## config.mk

```make
export PLATFORM = sky130hd
export DESIGN_NAME = sipo_deserializer
export DESIGN_NICKNAME = d
export VERILOG_FILES = /design/src/rtl/sipo_pkg.sv /design/src/rtl/sipo_bit_counter.sv /design/src/rtl/sipo_deserializer.sv
export SDC_FILE = /design/constraint.sdc
export NUM_CORES = 1
export LEC_CHECK = 0
export CAP_MARGIN = 20
export CORE_ASPECT_RATIO = 1.4
export CORE_MARGIN = 2
export CORE_UTILIZATION = 44
export CTS_CLUSTER_DIAMETER = 50
export CTS_CLUSTER_SIZE = 10
export DETAILED_ROUTE_END_ITERATION = 12
export PLACE_DENSITY_LB_ADDON = 0.2
export SYNTH_ARGS = -nofsm -noshare
export SYNTH_HDL_FRONTEND = slang
export SYNTH_SLANG_ARGS = --single-unit
```

## constraint.sdc

```tcl
create_clock -name clk -period 1.2 [get_ports clk]
set_input_delay 0.18 -clock clk [delete_from_list [all_inputs] [get_ports clk]]
set_output_delay 0.18 -clock clk [all_outputs]
set_load 0.005 [all_outputs]
```

## src/rtl/sipo_pkg.sv

```systemverilog
// Shared definitions for the SIPO deserializer: FSM state encoding and default word width.
package sipo_pkg;

  localparam int DEFAULT_WIDTH = 8;

  typedef enum logic [1:0] {
    S_IDLE  = 2'd0,
    S_SHIFT = 2'd1,
    S_PAR   = 2'd2
  } state_t;

endpackage

```

## src/rtl/sipo_bit_counter.sv

```systemverilog
// Counts sampled data bits of one word; done flags the increment that completes the word.
module sipo_bit_counter
  import sipo_pkg::*;
#(
  parameter int WIDTH = DEFAULT_WIDTH
) (
  input  logic clk,
  input  logic clr,
  input  logic inc,
  output logic done
);

  localparam int CW = $clog2(WIDTH + 1);
  localparam logic [CW-1:0] LAST = CW'(WIDTH - 1);

  logic [CW-1:0] count;

  assign done = inc && (count == LAST);

  // Wraps to zero only on the completing increment, so count never exceeds WIDTH.
  always_ff @(posedge clk) begin
    if (clr) begin
      count <= '0;
    end else if (inc) begin
      count <= done ? '0 : count + CW'(1);
    end
  end

endmodule

```

## src/rtl/sipo_deserializer.sv

```systemverilog
// LSB-first serial-to-parallel receiver with a one-word valid/ready holding register.
// Optional even-parity bit after each word when PARITY_CHECK_EN is defined.
module sipo_deserializer
  import sipo_pkg::*;
#(
  parameter int WIDTH = DEFAULT_WIDTH
) (
  input  logic             clk,
  input  logic             rst,
  input  logic             b_in,
  input  logic             b_valid,
  input  logic             out_ready,
  input  logic             clr_err,
  output logic [WIDTH-1:0] data_out,
  output logic             out_valid,
  output logic             overrun,
  output logic             par_err
);

  state_t           state, state_next;
  logic [WIDTH-1:0] shreg, shreg_next, word;
  logic             shift_en, cnt_done, commit, drop;

  // The parity bit is not a data bit: it neither shifts nor counts.
  assign shift_en   = b_valid && (state != S_PAR);
  assign shreg_next = {b_in, shreg[WIDTH-1:1]};
  assign drop       = commit && out_valid && !out_ready;

  sipo_bit_counter #(.WIDTH(WIDTH)) u_counter (
    .clk  (clk),
    .clr  (rst),
    .inc  (shift_en),
    .done (cnt_done)
  );

`ifdef PARITY_CHECK_EN
  logic par_fail;

  function automatic logic parity_ok(input logic [WIDTH-1:0] w, input logic p);
    return ~(^{w, p});
  endfunction
`endif

  always_ff @(posedge clk) begin
    if (rst) begin
      state <= S_IDLE;
    end else begin
      state <= state_next;
    end
  end

  always_comb begin
    state_next = state;
    commit     = 1'b0;
    word       = shreg_next;
    case (state)
      S_IDLE:  if (b_valid) state_next = S_SHIFT;
`ifdef PARITY_CHECK_EN
      S_SHIFT: if (cnt_done) state_next = S_PAR;
`else
      S_SHIFT: if (cnt_done) state_next = S_IDLE;
`endif
      S_PAR:   if (b_valid) state_next = S_IDLE;
      default: state_next = S_IDLE;
    endcase
`ifdef PARITY_CHECK_EN
    par_fail = 1'b0;
    word     = shreg;
    if ((state == S_PAR) && b_valid) begin
      commit   = parity_ok(shreg, b_in);
      par_fail = !commit;
    end
`else
    commit = cnt_done;
`endif
  end

  // A commit refills the holding register in the same edge it is consumed; a commit
  // into an unconsumed register is dropped and flagged.
  always_ff @(posedge clk) begin
    if (rst) begin
      shreg     <= '0;
      data_out  <= '0;
      out_valid <= 1'b0;
      overrun   <= 1'b0;
    end else begin
      if (shift_en) shreg <= shreg_next;
      if (commit && !drop) begin
        data_out  <= word;
        out_valid <= 1'b1;
      end else if (out_ready) begin
        out_valid <= 1'b0;
      end
      if (drop) overrun <= 1'b1;
      else if (clr_err) overrun <= 1'b0;
    end
  end

`ifdef PARITY_CHECK_EN
  always_ff @(posedge clk) begin
    if (rst) par_err <= 1'b0;
    else if (par_fail) par_err <= 1'b1;
    else if (clr_err) par_err <= 1'b0;
  end
`else
  assign par_err = 1'b0;
`endif

endmodule

```

==> results of run 1 <==
-- stage by stage --
stage	power (uW)	TNS [ns]	util	area [um2]
after floorplan	779.5	0	-	873.3
after global placement	817.1	-2.423	0.5653	1089
after detailed placement	819.9	-2.733	0.5653	1089
after CTS	1159	0	0.5984	1152
after global routing	1196	-0.2168	0.6147	1184
final	1137	0	0.6147	1184
-- state kept, by name (all words and copies together), names as in the netlist --
name	cells
data_out	8
out_valid	1
overrun	1
u_counter.count	4
shreg	7
-- cells in the mapped netlist --
cell type | number | share of area
dfxtp_1 | 21 | 0.48
nand2b_1 | 18 | 0.13
mux2i_1 | 16 | 0.18
nor2_1 | 9 | 0.039
a21oi_1 | 3 | 0.017
buf_4 | 2 | 0.017
clkbuf_1 | 2 | 0.0086
nand2_1 | 2 | 0.0086
buf_2 | 1 | 0.0057
buf_6 | 1 | 0.013
conb_1 | 1 | 0.0043
ha_1 | 1 | 0.014
inv_1 | 1 | 0.0043
nand3b_1 | 1 | 0.0086
nand4_1 | 1 | 0.0072
nand4b_2 | 1 | 0.017
nor2b_1 | 1 | 0.0072
nor2b_2 | 1 | 0.010
o22ai_1 | 1 | 0.0072
or3_1 | 1 | 0.0072
xor2_1 | 1 | 0.010
-- routing by layer --
layer	global-route usage	up-vias	part of all wire
met4	0.09677	0	0.027
met1	0.1737	276	0.48
met5	0	-	0
li1	-	328	-
met3	0.01929	4	0.037
met2	0.1987	12	0.46
-- where the power goes --
part / leakage [uW] / switching [uW] / total, uW / internal, uW
Sequential: 0.000176 / 9.45 / 715 / 706
Clock: 0.0000150 / 195 / 325 / 129
Combinational: 0.000325 / 37.9 / 97.3 / 59.4
-- final timing paths --
check	from	to	slack (ns)	depth (start not counted)
max	u_counter.count[0]	data_out[2]	0.02	5
min	shreg[1]	data_out[0]	0.48	2
min reg2reg	shreg[1]	data_out[0]	0.48	2
max reg2reg	u_counter.count[0]	data_out[2]	0.02	5
-- cell families after synthesis --
logic type,share of synthesized area
xor+xnor,0.01003
mux,0.1834
buf+inv,0.04870
compound gates,0.02435
fa+ha+maj,0.01432
other cells,0.004294
flops,0.4814
simple gates,0.2335
-- worst reg2reg max path: cells and delay by family, from the launching register on --
family	cells	cell delay, ns
mux	1	0.19
buf+inv	1	0.14
flops	1	0.38
simple gates	2	0.25
fa+ha+maj	1	0.16
-- cell type report --
| type | instances | share of cell area |
|---|---|---|
| Timing Repair Buffer | 26 | 0.2104 |
| Inverter | 1 | 0.003171 |
| Multi-Input combinational cell | 58 | 0.3721 |
| Tap cell | 21 | 0.02220 |
| Clock buffer | 4 | 0.02220 |
| Sequential cell | 21 | 0.3700 |
-- repair_timing --
action / 4_1_cts / 5_1_grt
pin swaps: 1 / 3
gates resized for setup: 24 / 5
gates cloned: 0 / 0
setup buffers: 3 / 2
endpoints found under the setup margin: 18 / 9
==> impl_results.md, run 1 <==
* Clock Pin Slew Worst Setup and Hold Paths at 0.10 ns
* Chip Height at 56.72 um
* Post-Place Cells at 123
* IO Pins at 17
* Crit Path Category: reg2reg
* # fillers at 183
* Fraction of layout cells with a size suffix above 1 at 0.2727
* Setup ws final at 0.01621 ns
* Most frequent cells in the layout: 18 x nand2b_1, 15 x mux2i_1, 11 x dfxtp_2, 10 x dlygate4sd2_1
* Type of origin of the critical path: register
* Crit-path max cell delay at 0.38 ns
* Flops & latches, synth at 21
* Largest net degree at the start of global routing at 30
* RSZ-0062 raised after global routing: yes
* Number of CTS-inserted buffers at 3
* Drt drc at 0
* Tcrit/Tclk final at 0.9865
* Avg Synthesized Cell Area at 10.16 um2
* Initial Utilization at 0.4535
* Htree depth at 1
* DRT antenna net count at 0
* Area taken by multi-input logic gates at 440.4 um2
* DP HPWL at 958.8 um
* Worst skew pair latency at 0.29 ns
* Worst path slowest cell: dfxtp_4
* Sequential cell area at 437.9 um2
* CP delay by family, top: flip-flops
* Slew Viols, Final at 0
* WL per Instance at 10.45 um
* Crit path cell chain: ha_4 -> nand4b_4 -> nor2b_4 -> buf_12 -> mux2i_2
* RePlAce Congestion at 0.7203
* Max Cap Viol at 0
* Synth warnings at 0
* # diodes at 0
* # port buffers at 15
* Total gr overflow at 0
* Pleak at 0.0005157 uW
* Dpl ws at -0.2239 ns
* Most common cell after layout, fill and taps aside: nand2b_1
* Clock Skews at 0.006021 ns
* Clk buf depth at 2
* Peak VDD IR at 0.0008203 V
* Post-route insts no fill at 131
* Final setup viols at 0
* Die W at 41.66 um
* CP Buf/Inv Count at 1
* All-layer global routing usage at 0.1337
* Arr. time, crit path at 1.40 ns
* Die Area at 0.002362 mm2
* Vias in the first global route at 572
* Area grow syn2layout at 35.53%
* Post-synth cell types at 21
* CTS tree: yes
* Final wirelength at 1369 um
* Crit path max fanout at 8
* Post-CTS Hold Fix Bufs at 0
* Via Count at 620
* Row Count at 19
* CP endpoint kind: register
* Status: complete, no violations
* Post-Synthesis Cells at 86
* Cell Pwr Density at 960.8 mW/mm2
* Fin Hold WS at 0.4763 ns
* Initial drt markers at 2
* Syn Nets at 93
* Worst min path class: reg2reg
* Mapped cell area at 873.3 um2
* Tmin final at 1.184 ns
* Clock sink count at 21
* Vias per inst at 4.733
* Fmax at 844.7 MHz
* First-pass iteration count of the detailed router at 4
* Clock root buffer: clkbuf_4
* Initial antenna violation count at 0
* CP required at 1.42 ns
* Register area share after synthesis at 0.4814
* Final net count at 118
* First-pass GRT wire length at 2401 um
* Core area at 0.001926 mm2
* Final Hold Fails at 0
(Power assumes the default switching activity.)
==> run 2: changes to the inputs <==
Settings changed: CTS_CLUSTER_SIZE 10 to 8, MAX_ROUTING_LAYER set to met4.
==> run 2 against run 1 <==
Hold slack better by 0.00090 ns. Die area unchanged. Combinational power about the same. Critical path type unchanged.
==> impl_results.md, run 2 (synthesis gave the netlist of run 1 again) <==
* CP Buf/Inv Count at 1
* Clock Pin Slew Worst Setup and Hold Paths at 0.10 ns
* Crit path max fanout at 8
* Row Count at 19
* Crit-path max cell delay at 0.38 ns
* Sw Ratio at 0.2129
* IO Pins at 17
* Largest net degree at the start of global routing at 30
* Switching power at 242.0 uW
* Cell Pwr Density at 960.3 mW/mm2
* Via Count at 619
* Pleak at 0.0005157 uW
* Initial antenna violation count at 0
* Clock power share at 0.285
* Total gr overflow at 0
* Reg with most FFs: data_out
* DP HPWL at 958.8 um
* P_int at 894.7 uW
* Fmax at 844.7 MHz
* Biggest registers after layout: data_out (8), shreg (7), u_counter.count (4)
* GR Layer Usage met2 at 0.1987
* Post-layout util at 0.6147
* Die Area at 0.002362 mm2
* Most frequent cells in the layout: 18 x nand2b_1, 15 x mux2i_1, 11 x dfxtp_2, 10 x dlygate4sd2_1
* Peak VDD IR at 0.0008217 V
* Power share of the combinational group at 0.086
* RSZ-0062 raised after global routing: yes
* All-layer global routing usage at 0.1373
* Fraction of layout cells with a size suffix above 1 at 0.2727
* Type of origin of the critical path: register
* Initial Utilization at 0.4535
* Final setup viols at 0
* Max Cap Viol at 0
* Die W at 41.66 um
* Arr. time, crit path at 1.40 ns
* Slew Viols, Final at 0
* Chip Height at 56.72 um
* Drt drc at 0
* Crit path cell chain: ha_4 -> nand4b_4 -> nor2b_4 -> buf_12 -> mux2i_2
* Tmin final at 1.184 ns
* Final Hold Fails at 0
* Area taken by multi-input logic gates at 440.4 um2
* DRT antenna net count at 0
* RePlAce Congestion at 0.7287
* Final wirelength at 1370 um
* Clock Skews at 0.005268 ns
* GR Util met1 at 0.1737
* # diodes at 0
* Clock sink count at 21
* # port buffers at 15
* Htree depth at 1
* Initial drt markers at 4
* Clk buf depth at 2
* Worst path slowest cell: dfxtp_4
* Number of CTS-inserted buffers at 3
* Tcrit/Tclk final at 0.9866
* WL per Instance at 10.46 um
* Final net count at 118
* Post-route insts no fill at 131
* Worst min path class: reg2reg
* CTS tree: yes
* Post-Place Cells at 123
* Share of total power in sequential cells at 0.629
* Core area at 0.001926 mm2
* CP endpoint kind: register
* First-pass GRT wire length at 2401 um
* Number of flip-flops in the largest register at 8
* Setup TNS at 0 ns
* Status: complete, no violations
* First-pass iteration count of the detailed router at 4
* CP delay by family, top: flip-flops
* Worst skew pair latency at 0.29 ns
* Most common cell after layout, fill and taps aside: nand2b_1
* Area grow syn2layout at 35.53%
* Met3 Resource Use GR at 0.01929
* CP required at 1.42 ns
* Crit Path Category: reg2reg
* # fillers at 183
* Busiest grt layer: met2
* Clock root buffer: clkbuf_4
* Sequential cell area at 437.9 um2
* Vias per inst at 4.725
* Post-CTS Hold Fix Bufs at 0
* Vias in the first global route at 572
==> run 2: routing by layer <==
metal,vias up,share of wire
met4,0,0.027
met1,275,0.49
li1,328,-
met5,-,0
met3,4,0.036
met2,12,0.44
==> run 2: final cells by class <==
type | instances | area share
Sequential cell | 21 | 0.3700
Timing Repair Buffer | 26 | 0.2104
Multi-Input combinational cell | 58 | 0.3721
Inverter | 1 | 0.003171
Clock buffer | 4 | 0.02220
Tap cell | 21 | 0.02220
==> run 2: metrics by stage <==
stage          worst slack (ns)  power (uW)  hold WS [ns]  area [um2]
2_1_floorplan           0.01859       779.5        0.3272       873.3
3_3_place_gp            -0.2060       817.1        0.4564        1089
3_5_place_dp            -0.2239       819.9        0.4590        1089
4_1_cts               0.0004550        1159        0.4760        1152
5_1_grt                -0.06191        1196        0.4965        1184
6_report                0.01609        1137        0.4772        1184
==> run 2: worst register-to-register path, stage by stage, from the launching register on <==
cell,delay (ns)
dfxtp_4,0.38
ha_4,0.16
nand4b_4,0.11
nor2b_4,0.14
buf_12,0.14
mux2i_2,0.19
==> run 2: timing repair <==
item / 4_1_cts / 5_1_grt
endpoints found under the setup margin: 18 / 9
pin swaps: 1 / 3
endpoints found under the hold margin: 0 / 0
gates resized for setup: 24 / 5
setup buffers: 3 / 2
==> run 2: power by group through the flow <==
stage / Sequential, uW / Combinational (uW) / Clock (uW)
2_1_floorplan: 728 / 51.4 / 0
3_3_place_gp: 728 / 89.0 / 0
3_5_place_dp: 729 / 91.2 / 0
4_1_cts: 716 / 96.9 / 347
5_1_grt: 717 / 108 / 371
6_report: 715 / 97.4 / 324
==> run 2: path summary, 6_finish.rpt <==
check | startpoint | endpoint | slack [ns] | depth (start not counted)
setup reg to reg | u_counter.count[0] | data_out[2] | 0.02 | 5
hold / removal | u_counter.count[3] | u_counter.count[3] | 0.48 | 2
setup / recovery | u_counter.count[0] | data_out[2] | 0.02 | 5
hold reg to reg | u_counter.count[3] | u_counter.count[3] | 0.48 | 2
